### config.mk
export PLATFORM = sky130hd
export DESIGN_NAME = cia_serial_link
export DESIGN_NICKNAME = d
export VERILOG_FILES = /design/src/rtl/cia_serial_link.sv
export SDC_FILE = /design/constraint.sdc
export NUM_CORES = 1
export LEC_CHECK = 0
export ABC_AREA = 0
export BUFFER_PORTS_ARGS = -buffer_cell sky130_fd_sc_hd__buf_2
export CAP_MARGIN = 20
export CORE_MARGIN = 2
export CORE_UTILIZATION = 45
export DETAILED_ROUTE_END_ITERATION = 16
export PLACE_DENSITY_LB_ADDON = 0.12
export SYNTH_ARGS = -nofsm -noshare
export SYNTH_HDL_FRONTEND = slang
export SYNTH_SLANG_ARGS = --single-unit
### constraint.sdc
create_clock -name clk -period 5.21 [get_ports clk]
set_input_delay 0 -clock clk [delete_from_list [all_inputs] [get_ports clk]]
set_output_delay 0 -clock clk [all_outputs]
set_load 0.05 [all_outputs]
### src/rtl/cia_serial_link.sv
// cia_serial_link
//   Bit-serial link that talks to a 6526 CIA serial port (CNT/SP pins).
//   Transmits bytes MSB first by generating CNT pulses of HALF_PERIOD phi2
//   cycles per half, with GAP idle phi2 cycles after each byte. Receives
//   bytes MSB first by sampling SP on CNT rising edges, discarding a partial
//   byte after RX_TIMEOUT phi2 cycles without an edge. Receive only runs
//   while the transmitter is idle; a new transmit waits for a partial receive.
//
// Ports
//   clk, reset        : system clock, asynchronous active-high reset
//   phi2_p            : one-clk enable; all state advances only on it
//   cnt_in, sp_in     : CNT / SP from the CIA
//   cnt_out, sp_out   : CNT / SP towards the CIA (idle high)
//   tx_data/valid/ready : transmit byte handshake
//   rx_data           : last received byte
//   rx_valid          : one-clk pulse when rx_data updates
//   rx_abort          : one-clk pulse when a partial byte is discarded
module cia_serial_link #(
  parameter int HALF_PERIOD = 4,
  parameter int GAP         = 2,
  parameter int RX_TIMEOUT  = 64
) (
  input  logic       clk,
  input  logic       reset,
  input  logic       phi2_p,
  input  logic       cnt_in,
  input  logic       sp_in,
  output logic       cnt_out,
  output logic       sp_out,
  input  logic [7:0] tx_data,
  input  logic       tx_valid,
  output logic       tx_ready,
  output logic [7:0] rx_data,
  output logic       rx_valid,
  output logic       rx_abort
);

  localparam int TOW = $clog2(RX_TIMEOUT + 1);
  localparam logic [7:0]     HP_LOAD  = 8'(HALF_PERIOD - 1);
  localparam logic [7:0]     GAP_LOAD = (GAP > 0) ? 8'(GAP - 1) : 8'd0;
  localparam logic [TOW-1:0] TO_LAST  = TOW'(RX_TIMEOUT - 1);
  localparam logic [TOW-1:0] TO_ZERO  = {TOW{1'b0}};
  localparam logic [TOW-1:0] TO_ONE   = TOW'(1'b1);

  typedef enum logic [1:0] {IDLE, TX_LOW, TX_HIGH, TX_GAP} tx_state_t;

  tx_state_t      state_r, state_s;
  logic [7:0]     timer_r, timer_s;
  logic [7:0]     shift_r, shift_s;
  logic [2:0]     bit_cnt_r, bit_cnt_s;
  logic           cnt_prev_r;
  logic [7:0]     rx_sh_r, rx_sh_s;
  logic [2:0]     rx_cnt_r, rx_cnt_s;
  logic [TOW-1:0] to_r, to_s;
  logic [7:0]     rx_data_r, rx_data_s;
  logic           rx_valid_r, rx_valid_s;
  logic           rx_abort_r, rx_abort_s;
  logic           cnt_out_r, cnt_out_s;
  logic           sp_out_r, sp_out_s;
  logic           tx_ready_r, tx_ready_s;
  logic           accept_s;
  logic           rise_s;

  // tx_ready_r already encodes "idle with no partial receive", so it gates acceptance.
  assign accept_s = phi2_p & tx_valid & tx_ready_r;
  assign rise_s   = cnt_in & ~cnt_prev_r;

  assign cnt_out  = cnt_out_r;
  assign sp_out   = sp_out_r;
  assign tx_ready = tx_ready_r;
  assign rx_data  = rx_data_r;
  assign rx_valid = rx_valid_r;
  assign rx_abort = rx_abort_r;

  // Transmit FSM next state, half-period timer and shift register.
  always_comb begin
    state_s   = state_r;
    timer_s   = timer_r;
    shift_s   = shift_r;
    bit_cnt_s = bit_cnt_r;
    if (phi2_p) begin
      case (state_r)
        IDLE: begin
          if (accept_s) begin
            state_s   = TX_LOW;
            shift_s   = tx_data;
            bit_cnt_s = 3'd0;
            timer_s   = HP_LOAD;
          end else begin
            state_s = IDLE;
          end
        end
        TX_LOW: begin
          if (timer_r == 8'd0) begin
            state_s = TX_HIGH;
            timer_s = HP_LOAD;
          end else begin
            timer_s = timer_r - 8'd1;
          end
        end
        TX_HIGH: begin
          if (timer_r == 8'd0) begin
            shift_s   = {shift_r[6:0], 1'b1};
            bit_cnt_s = bit_cnt_r + 3'd1;
            if (bit_cnt_r != 3'd7) begin
              state_s = TX_LOW;
              timer_s = HP_LOAD;
            end else if (GAP == 0) begin
              state_s = IDLE;
            end else begin
              state_s = TX_GAP;
              timer_s = GAP_LOAD;
            end
          end else begin
            timer_s = timer_r - 8'd1;
          end
        end
        TX_GAP: begin
          if (timer_r == 8'd0) begin
            state_s = IDLE;
          end else begin
            timer_s = timer_r - 8'd1;
          end
        end
        default: begin
          state_s = IDLE;
        end
      endcase
    end else begin
      state_s = state_r;
    end
  end

  // Receiver: shifter, bit count and inactivity timeout; idle-TX only, and a
  // simultaneous accept takes priority over a CNT edge.
  always_comb begin
    rx_sh_s    = rx_sh_r;
    rx_cnt_s   = rx_cnt_r;
    to_s       = to_r;
    rx_data_s  = rx_data_r;
    rx_valid_s = 1'b0;
    rx_abort_s = 1'b0;
    if (phi2_p && (state_r == IDLE) && !accept_s) begin
      if (rise_s) begin
        rx_sh_s  = {rx_sh_r[6:0], sp_in};
        rx_cnt_s = rx_cnt_r + 3'd1;
        to_s     = TO_ZERO;
        if (rx_cnt_r == 3'd7) begin
          rx_data_s  = {rx_sh_r[6:0], sp_in};
          rx_valid_s = 1'b1;
        end else begin
          rx_valid_s = 1'b0;
        end
      end else if (rx_cnt_r != 3'd0) begin
        if (to_r == TO_LAST) begin
          rx_cnt_s   = 3'd0;
          rx_sh_s    = 8'h00;
          to_s       = TO_ZERO;
          rx_abort_s = 1'b1;
        end else begin
          to_s = to_r + TO_ONE;
        end
      end else begin
        to_s = TO_ZERO;
      end
    end else begin
      rx_valid_s = 1'b0;
    end
  end

  // Output values derived from the next state so the pins come straight from flops.
  always_comb begin
    cnt_out_s  = (state_s != TX_LOW);
    tx_ready_s = (state_s == IDLE) && (rx_cnt_s == 3'd0);
    if ((state_s == TX_LOW) || (state_s == TX_HIGH)) begin
      sp_out_s = shift_s[7];
    end else begin
      sp_out_s = 1'b1;
    end
  end

  // Transmit-side registers and the registered line outputs.
  always_ff @(posedge clk or posedge reset) begin
    if (reset) begin
      state_r    <= IDLE;
      timer_r    <= 8'd0;
      shift_r    <= 8'h00;
      bit_cnt_r  <= 3'd0;
      cnt_out_r  <= 1'b1;
      sp_out_r   <= 1'b1;
      tx_ready_r <= 1'b1;
    end else begin
      state_r    <= state_s;
      timer_r    <= timer_s;
      shift_r    <= shift_s;
      bit_cnt_r  <= bit_cnt_s;
      cnt_out_r  <= cnt_out_s;
      sp_out_r   <= sp_out_s;
      tx_ready_r <= tx_ready_s;
    end
  end

  // Receive-side registers; pulses clear on any clk without phi2_p.
  always_ff @(posedge clk or posedge reset) begin
    if (reset) begin
      cnt_prev_r <= 1'b1;
      rx_sh_r    <= 8'h00;
      rx_cnt_r   <= 3'd0;
      to_r       <= TO_ZERO;
      rx_data_r  <= 8'h00;
      rx_valid_r <= 1'b0;
      rx_abort_r <= 1'b0;
    end else begin
      if (phi2_p) begin
        cnt_prev_r <= cnt_in;
      end else begin
        cnt_prev_r <= cnt_prev_r;
      end
      rx_sh_r    <= rx_sh_s;
      rx_cnt_r   <= rx_cnt_s;
      to_r       <= to_s;
      rx_data_r  <= rx_data_s;
      rx_valid_r <= rx_valid_s;
      rx_abort_r <= rx_abort_s;
    end
  end

endmodule

==> results of run 1 <==
==> metal layers <==
metal  GRT usage [%]  part of all wire [%]
met4            5.08                  0.94
met3            3.48                   3.2
met5               0                     0
met1            25.0                    52
met2            24.8                    44
==> per-stage QoR <==
step                utilization [%]  cell area (um^2)  power [mW]  cells  hold slack, ps
finish                         53.3              2970        1.51    335            37.8
global placement               50.2              2800        1.19    324             219
CTS                            53.3              2970        1.53    335            33.6
floorplan                         -              2620        1.09    233             140
global route                   53.3              2970        1.62    335            37.8
detailed placement             50.2              2800        1.20    324             222
==> sequential cells by signal, indices dropped and copies added (netlist names) <==
signal and flops:
rx_cnt_r 3, rx_valid 1, rx_abort 1, bit_cnt_r 3
shift_r 8, rx_data 8, cnt_out 1, tx_ready 1
sp_out 1, rx_sh_r 7, to_r 7, state_r 2
cnt_prev_r 1, timer_r 8
==> synthesized netlist by cell type (all sizes together) (3+ instances only) <==
master  count
a21oi       8
a22o       13
a31oi       8
and3        4
buf         3
clkbuf      5
dfrtp      48
dfstp       4
ha         10
inv        14
mux2       18
nand2      15
nand2b      4
nand3      11
nand4       3
nor2        6
nor2b       3
nor3        4
nor3b       5
o211ai      7
o21a        3
o21ai      12
==> worst max-delay path by stage <==
stage | slack (ps) | to | start | depth (start not counted)
detailed placement | 2670 | sp_out$_DFF_PP1_ | timer_r[3]$_DFFE_PP0P_ | 7
floorplan | 3060 | sp_out$_DFF_PP1_ | timer_r[3]$_DFFE_PP0P_ | 9
global placement | 2690 | sp_out$_DFF_PP1_ | timer_r[3]$_DFFE_PP0P_ | 7
finish | 2670 | sp_out$_DFF_PP1_ | timer_r[0]$_DFFE_PP0P_ | 9
global route | 2430 | sp_out$_DFF_PP1_ | timer_r[3]$_DFFE_PP0P_ | 7
CTS | 2650 | sp_out$_DFF_PP1_ | timer_r[3]$_DFFE_PP0P_ | 7
==> kinds of logic (layout without fill, tap and decap cells) <==
group | count (synthesis) | after routing | share of synthesized area [%]
buffers and inverters | 22 | 52 | 3.91
AO/OA/AOI/OAI | 64 | 64 | 17.2
multiplexers | 19 | 19 | 8.83
AND/OR/NAND/NOR | 66 | 66 | 15.5
adder cells (fa/ha/maj) | 10 | 10 | 4.77
flip-flops | 52 | 52 | 49.8
==> power by group <==
part	internal [mW]	total (mW)	switching, mW	leakage (nW)
logic	0.205	0.543	0.338	0.636
clock network	0.189	0.315	0.126	0.0642
registers	0.531	0.653	0.122	0.671
total	0.925	1.51	0.586	1.37
==> cell type report <==
type,count,area [um^2]
Clock inverter,2,60.1
Sequential cell,52,1310
Clock buffer,5,68.8
Tap cell,72,90.1
Multi-Input combinational cell,159,1210
Inverter,14,52.6
Fill cell,515,2610
Timing Repair Buffer,31,178
==> tightest hold or removal path, stage by stage <==
cell and delay (ps):
buf_2 70, a22o_1 110, mux2_2 130
==> impl_metrics.yaml, run 1 <==
grt:
  grt_max_degree: 53
  gr-total-overflow: 0
  grt_pass1_wl_mm: 8.42
  grt_antenna_before_repair: 0
  grt_usage_pct: 16.9
  grt_pass1_vias: 1767
logic_synthesis:
  ys_warn_count: 0
  synthTopCellsByArea: "dfrtp_1 46%, mux2_2 5.6%, ha_1 4.8%"
  syn_nets: 257
  synthCells: 233
  synth-seq-area-share_pct: 49.8
  synth_top_area_cell: "dfrtp_1"
  synth_edf_count: 0
  synth.avg_cell_area_um2: 11.3
  synth-main-ff-cell: "dfrtp_1"
  async_reset_ff_share_pct: 100
  syn-cell-area_um2: 2620
  ys_ff_latch: 52
  synth_top_area_share_pct: 45.8
  netlist-cell-type-count: 51
layout:
  diodes: 0
  area_growth_pct: 13.2
  final_common_cell: "dfrtp_1"
  drive_above_1_share_pct: 25.1
  finalNetCount: 287
  layout_common_cells: "48 x dfrtp_1, 26 x buf_2, 14 x nand2_1"
floorplanning:
  initial_utilization_pct: 47.0
  fp.dieArea_um2: 6450
  ios: 27
  rows: 27
  die_x_um: 80.3
  dieHeight_um: 80.3
  core-area_um2: 5570
detailed_routing:
  drt_iter0_markers: 74
  viasPerCell: 5.50
  num_vias: 1842
  wl_per_cell_um: 14.3
  drc_errors: 0
  routed_wl_mm: 4.78
  ant_nets: 0
  dr.pass1.iters: 4
clocking:
  cts.sinks: 52
  cts_tree: "yes"
  cts-root-buf: "clkbuf_8"
  cts_buffer_depth: 2
  cts_buffers: 5
  cts_resized: 0
  post_cts_buffers: 0
  clk_latency_ps: 300
  path_clk_slew_ps: 90
  cts-htree-levels: 2
  cts-hold-fix-buffers: 4
sta:
  period_share_pct: 48.8
  rsz0062_at_grt: "no"
  setup_slack_ps: 2670
  fmax_mhz: 394
  setup_viol: 0
  fin_worst_skew_ps: 6.74
  final_max_slew_viol_count: 0
  worst_pin_slew_ps: 848
  final-hold-violation-count: 0
  min_period_ps: 2540
  totalNegativeSetupSlack_ps: 0
  relSlewSlack_pct: 43.4
placed_design:
  port_buffers: 26
  place_hpwl_mm: 3.26
  place_congestion: 0.778
  pre_cts_ws_ps: 2670
critical_path:
  r2r-end: "sp_out$_DFF_PP1_"
  cpMaxStageDelayCell: "nor3b_4"
  start_kind: "flip-flop"
  r2r_cells: 9
  crit_type: "reg -> reg"
  endpoint_kind: "flip-flop"
  r2r_start: "timer_r[0]$_DFFE_PP0P_"
  critPathMaxStageDelay_ps: 660
  critPathMaxFanout: 14
  rrSetupSlack_ps: 2670
  cp_top_family: "simple AND/OR/NAND/NOR gates"
  required_ps: 5420
  path_buf_inv: 1
  arrival_ps: 2750
  crit_path_cell_trace: "inv_1 > ha_1 > nor3b_2 > a31oi_2 > nor3b_4 > a21o_2 > ha_1 > a21oi_1 > o211ai_1"
  crit_path_frequent_cell: "ha_1"
power:
  ir_drop_v: 0.000279
  leakage_nw: 1.37
  power.density_nw_per_um2: 509
hold_path:
  hold_end: "shift_r[6]$_DFFE_PP0P_"
  min_path_cells: 3
  hp-class: "in -> reg"
  hold_start: "tx_data[6]"
job:
  maxCapViolations: 0
outcome:
  status: "finished clean"
No activity file was read; power rests on OpenSTA's default activity.
==> run 2: changes to the inputs <==
clock period = 2.6 ns   (was 5.21 ns; I/O delays follow)
==> impl_metrics.yaml, run 2 (synthesis results as in run 1) <==
layout:
  design_area_um2: 3000
  fillCellCount: 505
  drive_above_1_share_pct: 27.0
  final_common_cell: "dfrtp_1"
  diodes: 0
  fin_util_pct: 53.8
  finalNetCount: 293
  layout_common_cells: "48 x dfrtp_1, 26 x buf_2, 14 x nand2_1"
  area_growth_pct: 14.4
sta:
  relSlewSlack_pct: 63.1
  setup_viol: 0
  fin_worst_skew_ps: 7.07
  min_period_ps: 2300
  totalNegativeSetupSlack_ps: 0
  rsz0062_at_grt: "no"
  fmax_mhz: 435
  final-hold-violation-count: 0
  period_share_pct: 88.4
  worst_pin_slew_ps: 552
  final_max_slew_viol_count: 0
placed_design:
  place_congestion: 0.844
  place_hpwl_mm: 3.40
  port_buffers: 26
  placed_area_um2: 2850
grt:
  grt_max_degree: 39
  grt_usage_pct: 17.2
  grt_antenna_before_repair: 0
  grt_pass1_vias: 1892
  gr-total-overflow: 0
  grt_pass1_wl_mm: 8.71
critical_path:
  cpMaxStageDelayCell: "dfrtp_1"
  crit_path_cell_trace: "inv_1 > ha_1 > nor3b_2 > nand3_1 > o21ai_0 > o21a_1 > ha_1 > o2111ai_1 > a2111oi_1"
  path_buf_inv: 1
  critPathMaxFanout: 7
  crit_type: "reg -> reg"
  r2r_cells: 9
  arrival_ps: 2500
  required_ps: 2800
  cp_top_family: "compound AO/OA/AOI/OAI gates"
  critPathMaxStageDelay_ps: 420
  crit_path_frequent_cell: "ha_1"
  start_kind: "flip-flop"
  endpoint_kind: "flip-flop"
  crit_cells: 9
detailed_routing:
  drc_errors: 0
  dr.pass1.iters: 4
  viasPerCell: 5.48
  routed_wl_mm: 4.94
  ant_nets: 0
  num_vias: 1874
  drt_iter0_markers: 89
  wl_per_cell_um: 14.4
floorplanning:
  ios: 27
  initial_utilization_pct: 47.0
  core-area_um2: 5570
  die_x_um: 80.3
  dieHeight_um: 80.3
  fp.dieArea_um2: 6450
  rows: 27
clocking:
  cts_tree: "yes"
  cts-root-buf: "clkbuf_8"
  cts.sinks: 52
  cts_buffer_depth: 2
  cts_resized: 0
  cts-htree-levels: 2
  path_clk_slew_ps: 100
  cts_buffers: 5
  clk_latency_ps: 300
power:
  ir_drop_v: 0.000518
  leakage_nw: 1.39
  power.density_nw_per_um2: 1000
outcome:
  status: "finished clean"
hold_path:
  hp-class: "in -> reg"
  min_path_cells: 3
job:
  maxCapViolations: 0
run 2: cell types whose count changed in the layout (fill, tap and decap cells not counted), sizes merged:
| cell | change |
|---|---|
| buf | +6 |
| bufinv | -1 |
| clkinvlp | +1 |
| inv | +1 |
run 2: worst min-delay path: stages:
cell     delay, ps
buf_2           80
a31oi_1         80
mux2i_1        130
run 2: stage by stage:
step	cells	power [mW]	setup WS (ps)	hold WS, ps
6_report	342	3.01	301	28.0
5_1_grt	342	3.25	26.3	39.5
4_1_cts	342	3.04	306	29.0
3_5_place_dp	330	2.45	332	-29.1
3_3_place_gp	330	2.44	356	-30.4
2_1_floorplan	233	2.18	452	140
run 2: repair_timing:
item,4_1_cts,5_1_grt
endpoints found under the hold margin,19,0
buffers inserted,0,0
hold buffers,4,0
run 2: layout make-up:
class / count / area, um^2 / area share (%)
clock buffer: 5 / 68.8 / 2.29
clock inverter: 3 / 46.3 / 1.54
inverter: 14 / 52.6 / 1.75
multi-input combinational: 159 / 1210 / 40.5
sequential: 52 / 1310 / 43.5
tap: 72 / 90.1 / 3.00
timing repair buffer: 37 / 223 / 7.42
run 2: where the power goes:
| part | leakage (nW) | total [mW] | internal [mW] | switching (mW) |
|---|---|---|---|---|
| Sequential | 0.671 | 1.29 | 1.06 | 0.228 |
| Combinational | 0.668 | 1.15 | 0.445 | 0.702 |
| Clock | 0.0548 | 0.574 | 0.290 | 0.283 |
| Total | 1.39 | 3.01 | 1.80 | 1.21 |
run 2: path summary, 6_finish.rpt:
path,endpoint,startpoint,slack [ps]
max reg2reg,tx_ready$_DFF_PP1_,timer_r[0]$_DFFE_PP0P_,300
min reg2reg,rx_data[6]$_DFFE_PP0P_,rx_data[6]$_DFFE_PP0P_,510
max,tx_ready$_DFF_PP1_,timer_r[0]$_DFFE_PP0P_,300
min,shift_r[0]$_DFFE_PP0P_,tx_data[0],30
max in group asynchronous,sp_out$_DFF_PP1_,reset,1600
min in group asynchronous,rx_sh_r[1]$_DFFE_PP0P_,reset,180
run 2: routing by layer:
| layer | up-vias | track usage, % | share of wire (%) |
|---|---|---|---|
| li1 | 940 | - | - |
| met1 | 891 | 25.1 | 50 |
| met2 | 41 | 26.2 | 45 |
| met3 | 2 | 3.71 | 4.2 |
| met4 | 0 | 4.41 | 0.49 |
| met5 | - | 0 | 0 |
